## config.mk

```make
export PLATFORM = sky130hd
export DESIGN_NAME = i2s_master
export DESIGN_NICKNAME = d
export VERILOG_FILES = /design/src/rtl/i2s_master.sv
export SDC_FILE = /design/constraint.sdc
export NUM_CORES = 1
export LEC_CHECK = 0
export CAP_MARGIN = 20
export CORE_ASPECT_RATIO = 0.9
export CORE_MARGIN = 2
export CORE_UTILIZATION = 49
export CTS_CLUSTER_DIAMETER = 120
export CTS_CLUSTER_SIZE = 28
export DETAILED_ROUTE_END_ITERATION = 12
export PLACE_DENSITY = 0.78
export SLEW_MARGIN = 20
export SYNTH_ARGS = -nofsm -noshare
export SYNTH_HDL_FRONTEND = slang
export SYNTH_SLANG_ARGS = --single-unit
```

## constraint.sdc

```tcl
create_clock -name clk_i -period 3.04 [get_ports clk_i]
set_input_delay 0.456 -clock clk_i [delete_from_list [all_inputs] [get_ports clk_i]]
set_output_delay 0.456 -clock clk_i [all_outputs]
set_load 0.05 [all_outputs]
```

## src/rtl/i2s_master.sv

```systemverilog
// I2S master transmitter: divides clk_i into BCLK/LRCLK and serialises one sample into both slots of every frame.
// Define I2S_MASTER_LEFT_JUSTIFIED_EN for left-justified framing; otherwise standard I2S with a one-BCLK delay after WS.
module i2s_master #(
  parameter int BCLK_HALF_DIV = 7,
  parameter int SAMPLE_W      = 24,
  parameter int SLOT_W        = 32
) (
  input  logic                clk_i,
  input  logic                rst_i,
  input  logic                enable_i,
  input  logic [SAMPLE_W-1:0] audio_data_i,
  output logic [SAMPLE_W-1:0] wave_o,
  output logic                audio_data_o,
  output logic                audio_lrclk_o,
  output logic                audio_bclk_o
);

  localparam int FRAME_BITS = 2 * SLOT_W;
  localparam int B_W        = $clog2(FRAME_BITS);
  localparam int PRE_W      = (BCLK_HALF_DIV > 1) ? $clog2(BCLK_HALF_DIV) : 1;
  localparam logic [PRE_W-1:0] PRE_LAST = PRE_W'(BCLK_HALF_DIV - 1);
  localparam logic [B_W-1:0]   B_LAST   = B_W'(FRAME_BITS - 1);
  localparam logic [B_W-1:0]   B_SLOT   = B_W'(SLOT_W);

  logic [PRE_W-1:0]    pre_r;
  logic                bclk_r;
  logic                lrclk_r;
  logic                data_r;
  logic [B_W-1:0]      b_r;
  logic [SAMPLE_W-1:0] sample_r;

  logic                tc_s;
  logic                fall_s;
  logic [B_W-1:0]      b_next_s;
  logic                lr_next_s;
  logic [B_W-1:0]      s_next_s;
  logic [SAMPLE_W-1:0] sample_next_s;
  logic                data_next_s;

  // SD value for position s within a slot; positions outside the sample window are padding zeros.
  function automatic logic slot_bit(input logic [SAMPLE_W-1:0] smp, input logic [B_W-1:0] s);
    logic bit_v;
    bit_v = 1'b0;
    for (int i = 0; i < SAMPLE_W; i++) begin
`ifdef I2S_MASTER_LEFT_JUSTIFIED_EN
      bit_v = bit_v | (smp[i] & (s == B_W'(SAMPLE_W - 1 - i)));
`else
      bit_v = bit_v | (smp[i] & (s == B_W'(SAMPLE_W - i)));
`endif
    end
    return bit_v;
  endfunction

  // Next-state values applied on the BCLK falling edge.
  always_comb begin
    tc_s   = (pre_r == PRE_LAST);
    fall_s = tc_s & bclk_r;
    if (b_r == B_LAST) begin
      b_next_s = '0;
    end else begin
      b_next_s = b_r + B_W'(1);
    end
    lr_next_s = (b_next_s >= B_SLOT);
    if (lr_next_s) begin
      s_next_s = b_next_s - B_SLOT;
    end else begin
      s_next_s = b_next_s;
    end
    // The new sample is taken at the LRCLK fall so the first bit of the frame already uses it.
    if (b_next_s == '0) begin
      sample_next_s = audio_data_i;
    end else begin
      sample_next_s = sample_r;
    end
    data_next_s = slot_bit(sample_next_s, s_next_s);
  end

  // Prescaler, BCLK toggle and falling-edge bit/frame sequencing.
  always_ff @(posedge clk_i) begin
    if (rst_i || !enable_i) begin
      pre_r    <= '0;
      bclk_r   <= 1'b0;
      lrclk_r  <= 1'b1;
      data_r   <= 1'b0;
      b_r      <= B_LAST;
      sample_r <= '0;
    end else begin
      if (tc_s) begin
        pre_r  <= '0;
        bclk_r <= ~bclk_r;
      end else begin
        pre_r  <= pre_r + PRE_W'(1);
      end
      if (fall_s) begin
        b_r      <= b_next_s;
        lrclk_r  <= lr_next_s;
        data_r   <= data_next_s;
        sample_r <= sample_next_s;
      end
    end
  end

  assign wave_o        = sample_r;
  assign audio_data_o  = data_r;
  assign audio_lrclk_o = lrclk_r;
  assign audio_bclk_o  = bclk_r;

endmodule

```

# Word-level counts from Yosys, hierarchy flattened

Index checks and enable logic that the tools add are counted.

Add/subtract/negate cells: 3
Order comparisons: 1
Equality and inequality tests: 26
Mux-type cells: 3
Bitwise logic cells: 49
Reduce and logical (&&, ||, !) cells: 4

Operators by type and width:

| operator              | count |
|---|---|
| $eq A6 B5 Y1 const B  | 9 |
| $eq A6 B4 Y1 const B  | 8 |
| $and A1 B1 Y1         | 25 |
| $eq A6 B3 Y1 const B  | 4 |
| $mux W24              | 1 |
| $or A1 B1 Y1          | 23 |
| $eq A6 B2 Y1 const B  | 2 |
| $mux W6               | 2 |
| $add A6 B1 Y6 const B | 1 |
| $eq A6 B1 Y1 const B  | 1 |
| $eq A6 B6 Y1 const B  | 1 |
| $ge A6 B6 Y1 const B  | 1 |
| $logic_not A6 Y1      | 1 |
| $sub A6 B6 Y6 const B | 1 |
| $add A3 B1 Y3 const B | 1 |
| $eq A3 B3 Y1 const B  | 1 |
| $reduce_or A2 Y1      | 1 |
| $logic_not A1 Y1      | 1 |
| $logic_or A1 B1 Y1    | 1 |
| $not A1 Y1            | 1 |

Register bits after elaboration: 36
Input bits: 27
Output and inout bits: 27
Logic and storage cells: 92

# Longest topological paths before layout

Word-level depth: 29
Depth in mapped cells: 10
Mapped depth without buffers: 8

# Worst setup path before layout

OpenSTA, ideal clock, no wires.

Path kind: flip-flop to flip-flop
Start point: reg b_r[0]
End point: reg data_r (netlist: audio_data_o)
Setup time: 0.120 ns
Arrival: 2.426 ns
Required time: 2.920 ns
Slack: 0.494 ns
Cell stages (with the launch flop): 11
Path buffers: 2
Cell sequence: dfxtp_1 > ha_1 > buf_4 > or4_4 > o21a_4 > a21oi_4 > buf_12 > mux2i_1 > o32ai_1 > o41a_1 > a211o_1

Word-level cells in the longest chain between the ends: 29

Ends and longest elaborated chain:

| item                                          | RTL line | source |
|---|---|---|
| start: declaration                            | 29       | `logic [B_W-1:0] b_r;` |
| start signal: assignment                      | 95       | `b_r <= b_next_s;` |
| $add A6 B1 Y6 or $eq A6 B6 Y1 (tied branches) | 61, 58   |  |
| $mux W6 (*)                                   | 58       | `if (b_r == B_LAST) begin` |
| $sub A6 B6 Y6 or $ge A6 B6 Y1 (tied branches) | 65, 63   |  |
| $mux W6                                       | 64       | `if (lr_next_s) begin` |
| $eq A6 B5 Y1                                  | 48       | `bit_v = bit_v \| (smp[i] & (s == B_W'(SAMPLE_W - i)));` |
| $and A1 B1 Y1                                 | 48       |  |
| $or A1 B1 Y1 (22 in a row)                    | 48       |  |
| $or A1 B1 Y1 (*)                              | 48       |  |
| end signal: assignment                        | 97       | `data_r <= data_next_s;` |
| end: declaration                              | 28       | `logic data_r;` |

Every way passes the cells marked *; elsewhere a longest branch is shown, timed or not.
A chain may end at the register's enable or synchronous reset.

# Final worst setup path

Start point: reg b_r[3]
End point: reg data_r (netlist: audio_data_o)

Same word-level chain as after synthesis.

==> flow_metrics.env <==
export IMPL_status="complete, no violations"
export IMPL_start_kind="flip-flop"
export IMPL_rr_worst_depth=7
export IMPL_place_area_um2=2720
export IMPL_synth_net_count=310
export IMPL_finalWeightedCongestion=0.874
export IMPL_syn2layout_area_growth_pct=29.9
export IMPL_cts_resized=0
export IMPL_grt_overflow=0
export IMPL_fin_skew_ps=5.23
export IMPL_arrival_ps=2980
export IMPL_ys_flop_type="dfxtp_1"
export IMPL_viasPerCell=5.57
export IMPL_vdd_drop_max_mv=0.276
export IMPL_grt_pass1_vias=1944
export IMPL_yosys_area_top_type_share_pct=32.8
export IMPL_crit_chain="nand4b_1, a211o_2, a21oi_4, mux2i_1, o32ai_1, o41a_1, a211o_1"
export IMPL_fin_crit_sh_pct=91.9
export IMPL_regArea_um2=721
export IMPL_cpPeakStageDelay_ps=640
export IMPL_grt_max_degree=28
export IMPL_postSynth_asyncResetShare_pct=0
export IMPL_worst_path_buf_inv=0
export IMPL_drv_cap=0
export IMPL_root_buffer="clkbuf_8"
export IMPL_port_buffer_count=53
export IMPL_critPathCaptureType="flip-flop"
export IMPL_cts_buffers=5
export IMPL_path_max_fanout=16
export IMPL_antenna_cells=0
export IMPL_worstReg2RegStart="b_r[3]$_SDFFE_PP1P_"
export IMPL_min_from="pre_r[0]$_SDFF_PP0_"
export IMPL_synth_edff_count=0
export IMPL_rows=23
export IMPL_synth_area_leaders="dfxtp_1, nand2_1, a21oi_1"
export IMPL_multiInputGateArea_um2=1330
export IMPL_grt_first_pass_wirelength_um=9180
export IMPL_vias=2156
export IMPL_tightestPinTransition_ps=993
export IMPL_dp_cells=379
export IMPL_wl_per_cell_um=14.5
export IMPL_synth_area_um2=2190
export IMPL_fmax_mhz=358
export IMPL_layout_nets=358
export IMPL_fill_cells=391
export IMPL_rrSetupSlack_ps=250
export IMPL_synth_seq_cells=36
export IMPL_initial_utilization_pct=50.2
export IMPL_dr_pass1_iters=4
export IMPL_die_w_um=74.5
export IMPL_p_per_area_nw_per_um2=351
export IMPL_worst_setup_path_type="flip-flop to flip-flop"
export IMPL_holdPathEnd="pre_r[0]$_SDFF_PP0_"
export IMPL_dp_hpwl_um=4200
export IMPL_grtUsageTotal_pct=23.9
export IMPL_totalPowerFinal_mw=1.00
export IMPL_drt_iter0_drc=155
export IMPL_cts_reportedPaths_clkPinSlew_ps=80
export IMPL_cp_required_ps=3230
export IMPL_cts_path_max_buffers=2
export IMPL_worstReg2RegEnd="audio_data_o$_SDFFE_PP0P_"
export IMPL_min_path_type="flip-flop to flip-flop"
export IMPL_maxSlewHeadroom_pct=33.8
export IMPL_rsz0062_at_grt="false"
export IMPL_postLayoutCellArea_um2=2850
export IMPL_seq_area_frac_synth_pct=32.8
export IMPL_die_area_um2=5030
export IMPL_syn_inst=276
export IMPL_hold_violations=0
export IMPL_crit_slowest_cell="dfxtp_1"
export IMPL_synth_area_per_cell_um2=7.95
export IMPL_fin_cells=387
export IMPL_path_delay_family="compound AO/OA/AOI/OAI gates"
export IMPL_synth_cell_types=61
export IMPL_io_pins=54
export IMPL_htree_levels=2
export IMPL_whs_path_depth=1
export IMPL_coreArea_um2=4370
export IMPL_antenna_found_initial=0
export IMPL_yosys_area_top_type="dfxtp_1"
export IMPL_totalWireLength_um=5620
export IMPL_clock_sinks=36
export IMPL_setup_violations=0
export IMPL_period_minus_slack_ps=2790
export IMPL_final_setup_tns_ps=0
export IMPL_clk_latency_ps=290
export IMPL_drcViolationCount=0
export IMPL_cts_setup_buffers=0
export IMPL_antenna_left=0
export IMPL_yosysWarningCount=0
export IMPL_whs_ps=443
export IMPL_die_h_um=67.5
export IMPL_drv_slew=0
export IMPL_ctsHoldBuffers=0
export IMPL_cts_tree="yes"
export IMPL_drive_above_1_share_pct=9.54
export IMPL_leakage_nw=1.09
routing by layer:
metal,vias up,track usage [%],wire [um]
met1,986,33.9,2650
met3,10,5.67,441
met5,-,0,0
met4,0,7.14,82
li1,1074,-,-
met2,86,35.8,2450
worst max-delay path by stage:
stage | depth (start not counted) | slack (ps) | startpoint | to
3_3_place_gp | 8 | 380 | b_r[0]$_SDFFE_PP1P_ | audio_data_o$_SDFFE_PP0P_
3_5_place_dp | 7 | 260 | b_r[3]$_SDFFE_PP1P_ | audio_data_o$_SDFFE_PP0P_
5_1_grt | 7 | 80 | b_r[3]$_SDFFE_PP1P_ | audio_data_o$_SDFFE_PP0P_
4_1_cts | 7 | 260 | b_r[3]$_SDFFE_PP1P_ | audio_data_o$_SDFFE_PP0P_
6_report | 7 | 250 | b_r[3]$_SDFFE_PP1P_ | audio_data_o$_SDFFE_PP0P_
2_1_floorplan | 10 | 490 | b_r[0]$_SDFFE_PP1P_ | audio_data_o$_SDFFE_PP0P_
synthesized netlist by cell type (3+ instances only):
| library cell | count |
|---|---|
| mux2i_1 | 10 |
| a31oi_1 | 4 |
| inv_1 | 7 |
| buf_6 | 3 |
| nor2_1 | 13 |
| dfxtp_1 | 36 |
| ha_1 | 7 |
| o32ai_1 | 3 |
| nand3_1 | 17 |
| clkbuf_1 | 6 |
| nor3_1 | 5 |
| a21oi_1 | 30 |
| buf_2 | 4 |
| mux2_2 | 3 |
| nand2_1 | 62 |
| o21ai_0 | 11 |
cells in the final DEF (no fill, tap or decap), drive strengths merged, types with 2 or more instances in the layout:
master         instances
o21a                   2
clkbuf                 7
or2                    2
nor3                   5
inv                    7
clkdlybuf4s50         53
nand2                 62
nor2                  13
or3                    2
mux2i                 11
buf                    5
and3                   3
dfxtp                 36
nand3                 19
mux2                   5
a21oi                 31
o21ai                 12
a211o                  3
ha                     7
nor2b                  2
a22oi                  2
xor2                   2
o31ai                  2
a211oi                 3
o211ai                 2
a31oi                  4
o32ai                  3
cells by family after synthesis:
family | count (synthesis) | share of synthesized area (%)
AND/OR/NAND/NOR | 116 | 24.6
AO/OA/AOI/OAI | 74 | 22.6
flip-flops | 36 | 32.8
buffers and inverters | 24 | 6.50
multiplexers | 16 | 8.32
adder cells (fa/ha/maj) | 7 | 3.99
XOR/XNOR | 3 | 1.20
report_power, final:
| group | switching (mW) | internal (mW) | total (mW) | leakage, nW |
|---|---|---|---|---|
| Combinational | 0.0226 | 0.0376 | 0.0602 | 0.731 |
| Clock | 0.178 | 0.290 | 0.468 | 0.0645 |
| Sequential | 0.000828 | 0.472 | 0.473 | 0.290 |
worst reg2reg max path: stages, from the launching register on:
cell and delay (ps):
dfxtp_1 640, nand4b_1 200, a211o_2 410, a21oi_4 410, mux2i_1 260, o32ai_1 100, o41a_1 420, a211o_1 260
registers in the layout, summed over array words and instances, names as in the netlist:
| signal | count |
|---|---|
| b_r | 6 |
| audio_bclk_o | 1 |
| wave_o | 24 |
| audio_data_o | 1 |
| pre_r | 3 |
| audio_lrclk_o | 1 |
cell type report:
cell class                 instances  share of cell area [%]
clock inverter                     1                    1.05
inverter                           7                   0.922
tap                               62                    2.72
timing repair buffer              58                    19.9
multi-input combinational        216                    46.7
clock buffer                       7                    3.38
sequential                        36                    25.3
per-stage QoR:
stage | utilization, % | setup slack (ps)
finish | 65.2 | 246
global route | 65.2 | 81.3
CTS | 65.2 | 261
detailed placement | 62.3 | 258
global placement | 62.3 | 378
floorplan | - | 494
Note: power is estimated with default switching activity, not from simulation.
